## config.mk

```make
export PLATFORM = sky130hd
export DESIGN_NAME = embedded_sync_encoder
export DESIGN_NICKNAME = d
export VERILOG_FILES = /design/src/rtl/embedded_sync_encoder.sv
export SDC_FILE = /design/constraint.sdc
export NUM_CORES = 1
export LEC_CHECK = 0
export ABC_AREA = 0
export CORE_MARGIN = 4
export CORE_UTILIZATION = 62
export CTS_BUF_LIST = sky130_fd_sc_hd__clkbuf_4 sky130_fd_sc_hd__clkbuf_8
export CTS_CLUSTER_DIAMETER = 150
export DETAILED_ROUTE_END_ITERATION = 10
export PLACE_DENSITY_LB_ADDON = 0.08
export SYNTH_ARGS = -nofsm -noshare
export SYNTH_HDL_FRONTEND = slang
export SYNTH_SLANG_ARGS = --single-unit
```

## constraint.sdc

```tcl
create_clock -name pxclk -period 2.9 [get_ports pxclk]
set_clock_uncertainty 0.2 [all_clocks]
set_input_delay 0.725 -clock pxclk [delete_from_list [all_inputs] [get_ports pxclk]]
set_output_delay 0.725 -clock pxclk [all_outputs]
set_load 0.01 [all_outputs]
```

## src/rtl/embedded_sync_encoder.sv

```systemverilog
// Camera-style word stream generator with embedded sync codes (FS=0, LS=1, LE=2, FE=3).
// Define EMBEDDED_SYNC_TEST_PATTERN_EN to replace the pixel handshake with a moving ramp pattern.
module embedded_sync_encoder #(
  parameter int VIDEO_BIT_WIDTH  = 8,
  parameter int OUTPUT_BIT_WIDTH = 10,
  parameter int H_ACTIVE         = 752,
  parameter int V_ACTIVE         = 480,
  parameter int H_BLANK          = 94,
  parameter int V_BLANK          = 45,
  parameter int BLANK_WORD       = 4
) (
  input  logic                        pxclk,
  input  logic                        reset,
  input  logic                        enable,
  input  logic                        word_en,
  input  logic                        pix_valid,
  input  logic [VIDEO_BIT_WIDTH-1:0]  pix_data,
  output logic                        pix_ready,
  output logic                        tx_data_valid,
  output logic [OUTPUT_BIT_WIDTH-1:0] tx_data_payload,
  output logic                        frame_active,
  output logic                        underflow,
  input  logic                        underflow_clr
);

  localparam int VW   = VIDEO_BIT_WIDTH;
  localparam int OW   = OUTPUT_BIT_WIDTH;
  localparam int PAD  = OW - VW;
  localparam int BMAX = (H_BLANK > V_BLANK) ? H_BLANK : V_BLANK;
  localparam int CW   = (H_ACTIVE > 1) ? $clog2(H_ACTIVE) : 1;
  localparam int LW   = (V_ACTIVE > 1) ? $clog2(V_ACTIVE) : 1;
  localparam int BW   = (BMAX > 1) ? $clog2(BMAX) : 1;

  localparam logic [CW-1:0] H_LAST  = CW'(H_ACTIVE - 1);
  localparam logic [LW-1:0] V_LAST  = LW'(V_ACTIVE - 1);
  localparam logic [BW-1:0] HB_LAST = BW'((H_BLANK > 0) ? H_BLANK - 1 : 0);
  localparam logic [BW-1:0] VB_LAST = BW'((V_BLANK > 0) ? V_BLANK - 1 : 0);

  localparam logic [OW-1:0] CODE_FS   = OW'(0);
  localparam logic [OW-1:0] CODE_LS   = OW'(1);
  localparam logic [OW-1:0] CODE_LE   = OW'(2);
  localparam logic [OW-1:0] CODE_FE   = OW'(3);
  localparam logic [OW-1:0] MIN_WORD  = OW'(4);
  localparam logic [OW-1:0] BLANK_VAL = OW'(BLANK_WORD);

  typedef enum logic [2:0] {
    IDLE, FS, LS, ACTIVE, LE, HBLANK, FE, VBLANK
  } state_t;

  state_t        state;
  logic [CW-1:0] col_cnt;
  logic [LW-1:0] line_cnt;
  logic [BW-1:0] blank_cnt;

  logic [VW-1:0] pix_value;
  logic          pix_present;
  logic [OW-1:0] pix_shifted;
  logic [OW-1:0] active_word;
  logic          underflow_set;

`ifdef EMBEDDED_SYNC_TEST_PATTERN_EN
  logic [VW-1:0] frame_cnt;
  logic          unused_pix;

  // Ramp shifts by one code per frame so consecutive frames are distinguishable.
  assign pix_value     = VW'(col_cnt) + frame_cnt;
  assign pix_present   = 1'b1;
  assign pix_ready     = 1'b0;
  assign underflow_set = 1'b0;
  assign unused_pix    = ^{pix_valid, pix_data};
`else
  assign pix_value     = pix_data;
  assign pix_present   = pix_valid;
  assign pix_ready     = (state == ACTIVE) && word_en;
  assign underflow_set = (state == ACTIVE) && word_en && !pix_valid;
`endif

  assign pix_shifted = {pix_value, {PAD{1'b0}}};

  // Pixel codes must never alias a sync code; a missing pixel becomes the lowest legal word.
  always_comb begin
    // NOTE: default first so every path assigns active_word and no latch is inferred.
    active_word = MIN_WORD;
    if (pix_present && (pix_shifted >= MIN_WORD))
      active_word = pix_shifted;
  end

  // NOTE: all state here uses non-blocking assignments so every register samples pre-edge values.
  always_ff @(posedge pxclk) begin
    if (reset) begin
      state           <= IDLE;
      col_cnt         <= '0;
      line_cnt        <= '0;
      blank_cnt       <= '0;
      tx_data_valid   <= 1'b0;
      tx_data_payload <= BLANK_VAL;
      frame_active    <= 1'b0;
      underflow       <= 1'b0;
`ifdef EMBEDDED_SYNC_TEST_PATTERN_EN
      frame_cnt       <= '0;
`endif
    end else begin
      tx_data_valid <= word_en;

      // A new underflow event wins over a simultaneous clear.
      if (underflow_set)
        underflow <= 1'b1;
      else if (underflow_clr)
        underflow <= 1'b0;

      if (word_en) begin
        case (state)
          IDLE: begin
            tx_data_payload <= BLANK_VAL;
            frame_active    <= 1'b0;
            if (enable)
              state <= FS;
          end
          FS: begin
            tx_data_payload <= CODE_FS;
            frame_active    <= 1'b1;
            line_cnt        <= '0;
            state           <= LS;
          end
          LS: begin
            tx_data_payload <= CODE_LS;
            col_cnt         <= '0;
            state           <= ACTIVE;
          end
          ACTIVE: begin
            tx_data_payload <= active_word;
            if (col_cnt == H_LAST)
              state <= LE;
            else
              col_cnt <= col_cnt + CW'(1);
          end
          LE: begin
            tx_data_payload <= CODE_LE;
            if (line_cnt == V_LAST) begin
              state <= FE;
            end else if (H_BLANK == 0) begin
              line_cnt <= line_cnt + LW'(1);
              state    <= LS;
            end else begin
              blank_cnt <= '0;
              state     <= HBLANK;
            end
          end
          HBLANK: begin
            tx_data_payload <= BLANK_VAL;
            if (blank_cnt == HB_LAST) begin
              line_cnt <= line_cnt + LW'(1);
              state    <= LS;
            end else begin
              blank_cnt <= blank_cnt + BW'(1);
            end
          end
          FE: begin
            tx_data_payload <= CODE_FE;
            line_cnt        <= '0;
`ifdef EMBEDDED_SYNC_TEST_PATTERN_EN
            frame_cnt       <= frame_cnt + VW'(1);
`endif
            if (V_BLANK == 0) begin
              state <= enable ? FS : IDLE;
            end else begin
              blank_cnt <= '0;
              state     <= VBLANK;
            end
          end
          VBLANK: begin
            tx_data_payload <= BLANK_VAL;
            frame_active    <= 1'b0;
            if (blank_cnt == VB_LAST)
              state <= enable ? FS : IDLE;
            else
              blank_cnt <= blank_cnt + BW'(1);
          end
          default: state <= IDLE;
        endcase
      end
    end
  end

endmodule

```

; ---- Yosys cells after proc, flatten, opt, wreduce, memory -nomap -nowiden
; Cells that the tools add are included.
; Widths: inputs -> output; s select.
[op_classes]
add_sub_neg = 3
n_lt_le_gt_ge = 1
n_reduce_logical = 18
n_mux = 20
n_eq_ne = 19
[ops]
columns = op, count
row1 = $pmux 10 s6, 1
row2 = $pmux 7 s4, 1
row3 = $pmux 3 s8, 1
row4 = $mux 7, 3
row5 = $mux 10, 2
row6 = $pmux 10 s2, 1
row7 = $pmux 9 s2, 1
row8 = $ne 2x2->1 const B, 7
row9 = $eq 3x3->1 const B, 4
row10 = $mux 3, 4
row11 = $add 10x1->10 const B, 1
row12 = $eq 10x10->1 const B, 1
row13 = $ge 10x3->1 const B, 1
row14 = $reduce_and 5->1, 2
row15 = $add 9x1->9 const B, 1
row16 = $eq 9x9->1 const B, 1
row17 = $mux 9, 1
row18 = $reduce_bool 2->1, 4
row19 = $add 7x1->7 const B, 1
row20 = $eq 7x6->1 const B, 1
row21 = $eq 7x7->1 const B, 1
row22 = $eq 3x2->1 const B, 2
row23 = $reduce_and 3->1, 2
row24 = $reduce_bool 4->1, 1
row25 = other kinds (11), 16
[word_totals]
regBits = 42
inputBits = 14
out_inout_bits = 14
word_cells = 69

; ---- Logic depth before layout (Yosys ltp)
; Gate-level depths: netlist (run 1).
[logic_depth]
ltp_word = 4
ltp_mapped = 7
depth_no_buf = 7

; ---- Worst setup path before layout (run 1)
; Ideal clock, no wire load.
[synth_path]
kind = in2out
startpoint = input port word_en
endpoint = output port pix_ready
t_arrival_ps = 1347
slack_ps = 628
t_required_ps = 1975
path_stages = 4
path_buffers = 1
path_cell_list = buf_2 nand2_1 nor2_1 and2_1
[synth_between]
elab_chain_cells = 1
[synth_lines]
columns = element, line
row1 = from (decl), 15  ; input logic word_en,
row2 = $logic_and 1x1->1, 74  ; assign pix_ready = (state == ACTIVE) && word_en;
row3 = to (decl), 18  ; output logic pix_ready,
; No other way between the ends.

; ---- Worst setup path in the final report (run 1)
; Ends and elaborated chain as after synthesis.

==> run_results.csv, run 1 <==
group,metric,value,unit
clock_tree,clockBufferDepth,2,
global_route,grt_pass1_vias,1840,
pwr,p_seq_frac,0.534,
critical_path,cp_data_required_time,1.98,ns
run_status,status,"finished, final reports clean",
synth,yosysWarnings,0,
clock_tree,cts_made_buffers,5,
placed_design,place_area,2630,um2
critical_path,path_cells,"clkdlybuf4s50_1, nand2_1, nor2_1, and2_1, clkdlybuf4s15_1",
critical_path,crit_type,"input pin to output port",
clock_tree,cts_hold_buf,0,
worst_hold_path,whs_path_depth,2,
synth,synth_fp_nets,293,
placed_design,io_buffers,27,
pwr,pwr-share-comb,0.115,
timing,hold_viol,0,
critical_path,crit_path_top_delay_cell,"clkdlybuf4s50_1",
route,ant_nets,0,
global_route,grt.busiest_layer,"met2",
pwr,vdd_drop_max,0.313,mV
critical_path,r2r-end,"blank_cnt[2]",
finish,syn2layout_area_growth,20.2,%
timing,tightestPinTransition,0.551,ns
clock_tree,cts_sinks,42,
pwr,switchingPower,0.266,mW
synth,netlist_instances,274,
die,die_h,68.3,um
timing,rsz0062_at_grt,"false",
placed_design,place_congestion,0.875,
finish,layout.nets,327,
pwr,p_int,0.846,mW
route,drc,0,
critical_path,cp-start-kind,"input pin",
timing,drv_slew,0,
route,drt_first_iter_violations,123,
worst_hold_path,min_from,"tx_data_payload[0]",
route,routed_wl,4.75,mm
timing,fmax,362,MHz
finish,stdcell_area,2710,um2
pwr,power_leakage,0.978,nW
route,wl_per_cell,13.4,um
die,die-area,4670,um2
global_route,antenna_found_initial,0,
critical_path,worst_r2r_path_depth,8,
critical_path,r2r_setup_slack,0.70,ns
clock_tree,htreeDepth,2,
synth,ys_seq_area_frac,0.373,
die,die_w,68.3,um
synth,synth_cell_types,50,
route,first_pass_iters,4,
placed_design,dp_hpwl,3.38,mm
critical_path,r2r-start,"blank_cnt[1]",
synth,synth_area,2260,um2
clock_tree,cts_tree,"done",
clock_tree,post_cts_buffers,0,
global_route,grt-ovfl-total,0,
die,initial_utilization,0.661,
critical_path,critical_path_buf_inv_count,2,
critical_path,crit_family,"buffers and inverters",
synth,syn_area_per_cell,8.24,um2
finish,drive_gt1_frac,0.110,
timing,fin_tns_setup,0,ns
critical_path,cp.arrival,1.84,ns
pwr,p_per_area,410,nW/um2
timing,relSlewSlack,0.628,
die,core-area,3420,um2
global_route,gr-usage-all-layers,0.225,
timing,fin_crit_sh,0.952,
global_route,grt_max_degree,31,
clock_tree,root_buffer,"clkbuf_4",
global_route,met3_usage,0.0509,
worst_hold_path,hold_end,"tx_data_payload[0]",
die,num_rows,21,
clock_tree,path_clk_slew,0.13,ns
finish,diodes,0,
route,vias_per_cell,5.55,
critical_path,max_stage_delay,0.50,ns
pwr,switching_share,0.239,
job,drv_cap,0,
critical_path,endpoint_kind,"output port",
global_route,use_met1,0.294,
critical_path,path_max_fanout,2,
global_route,met2_usage,0.367,
pwr,clkPwrFrac,0.351,
route,num_vias,1972,
die,ios,28,
timing,setup-violations-final,0,
global_route,grt_pass1_wl,8.02,mm
synth,ys_ff_latch,42,
clock_tree,clk_latency,0.35,ns
worst_hold_path,min_path_type,"flip-flop to flip-flop",
timing,fin_crit,2.76,ns
## cells in the final DEF, fill, tap and decap left out, types with 4 or more instances in the layout
cell,n
xor2_1,8
mux2i_1,6
inv_1,6
o21ai_0,11
a21oi_1,20
nand2b_1,6
xnor2_1,4
buf_4,14
dfxtp_1,42
clkbuf_4,7
nand3_1,13
nor2b_1,10
nor2_1,40
nand2_1,22
nand3b_1,5
clkdlybuf4s50_1,26
nor3_1,5
nand4_1,4
and3_1,6
ha_1,5
## cells in the mapped netlist, drive strengths merged
library cell	n	area, um2
and4	2	17.5
buf	4	21.3
a41oi	1	16.3
a211oi	2	15.0
a31o	1	8.76
and3	6	37.5
or2	2	12.5
a311oi	2	17.5
nand4	4	25.0
nand2b	6	37.5
o32a	1	11.3
nor4	3	33.8
o21ai	13	72.6
or3	2	12.5
and3b	1	8.76
nand2	22	82.6
a221o	1	10.0
xnor2	4	35.0
nor4bb	1	10.0
nand3b	5	37.5
o31ai	3	22.5
nor2	40	150
nand4b	2	32.5
nor4b	2	30.0
a31oi	2	12.5
a22o	2	17.5
inv	6	22.5
clkbuf	10	38.8
and2	3	18.8
nor2b	10	62.6
nand3	13	65.1
ha	5	62.6
a21oi	20	100
dfxtp	42	841
a22oi	2	15.0
nor3b	4	41.3
o211ai	3	22.5
or4	1	7.51
mux2i	6	60.1
o21bai	1	7.51
xor2	8	70.1
nor3	5	25.0
a221oi	1	8.76
## state kept, by name, indices dropped and copies added (netlist names)
| register | cells |
|---|---|
| underflow | 1 |
| blank_cnt | 7 |
| state | 3 |
| col_cnt | 10 |
| line_cnt | 9 |
| tx_data_valid | 1 |
| tx_data_payload | 10 |
| frame_active | 1 |
## cell type report
type                       instances  area, um2
clock inverter                     1       30.0
timing repair buffer              41        375
inverter                           6       22.5
multi-input combinational        212       1330
fill                             236        703
tap                               46       57.6
clock buffer                       7       52.6
sequential                        42        841
## metrics by stage
step	util	worst slack (ns)	total power, mW	hold slack, ns	cells
detailed placement	0.770	-0.162	0.732	0.266	347
global route	0.794	0.0215	1.16	0.310	355
floorplan	-	0.628	0.680	0.258	274
global placement	0.770	-0.160	0.731	0.263	347
CTS	0.794	0.104	1.12	0.281	355
finish	0.794	0.139	1.11	0.278	355
## how the worst max path moves through the flow
stage	startpoint	endpoint	slack, ns	cells after the start
2_1_floorplan	word_en	pix_ready	0.63	4
3_3_place_gp	word_en	pix_ready	-0.16	5
3_5_place_dp	word_en	pix_ready	-0.16	5
4_1_cts	word_en	pix_ready	0.10	5
5_1_grt	word_en	pix_ready	0.02	5
6_report	word_en	pix_ready	0.14	5
## power by group through the flow
stage	clock [mW]	sequential [mW]	combinational, mW
final	0.390	0.593	0.128
after global placement	0	0.606	0.125
after detailed placement	0	0.606	0.126
after global routing	0.423	0.595	0.140
after floorplan	0	0.606	0.0736
after CTS	0.394	0.593	0.128
## worst reg2reg max path: stages, from the launching register on
cell and delay [ns]:
dfxtp_1 0.36, inv_1 0.11, ha_1 0.15, nor4bb_1 0.46, a41oi_2 0.20, nor3b_4 0.19, buf_4 0.17, mux2i_1 0.11
a21oi_1 0.17
## layer usage
metal  wire length, um  vias to the layer above
li1                  -                     1033
met1              2260                      891
met2              2230                       44
met3               219                        4
met4                41                        0
met5                 0                        -
## cell families after synthesis
family,share of synthesized area
adder cells (fa/ha/maj),0.0277
multiplexers,0.0266
AND/OR/NAND/NOR,0.331
AO/OA/AOI/OAI,0.159
flip-flops,0.373
XOR/XNOR,0.0466
buffers and inverters,0.0366
## what timing repair did
item,in CTS,in global routing
endpoints found under the setup margin,1,1
gates resized for setup,1,1
endpoints found under the hold margin,0,0
pin swaps,0,0
Power figures use the tool's default switching activity.
==> run 2: changes to the inputs <==
--- a/config.mk
+++ b/config.mk
@@ -11,6 +11,7 @@
 export CTS_BUF_LIST = sky130_fd_sc_hd__clkbuf_4 sky130_fd_sc_hd__clkbuf_8
 export CTS_CLUSTER_DIAMETER = 150
 export DETAILED_ROUTE_END_ITERATION = 10
+export HOLD_SLACK_MARGIN = 0.15
 export PLACE_DENSITY_LB_ADDON = 0.08
 export SYNTH_ARGS = -nofsm -noshare
 export SYNTH_HDL_FRONTEND = slang
==> results of run 2 <==
No change in the layout: final DEF, timing and power equal those of run 1.
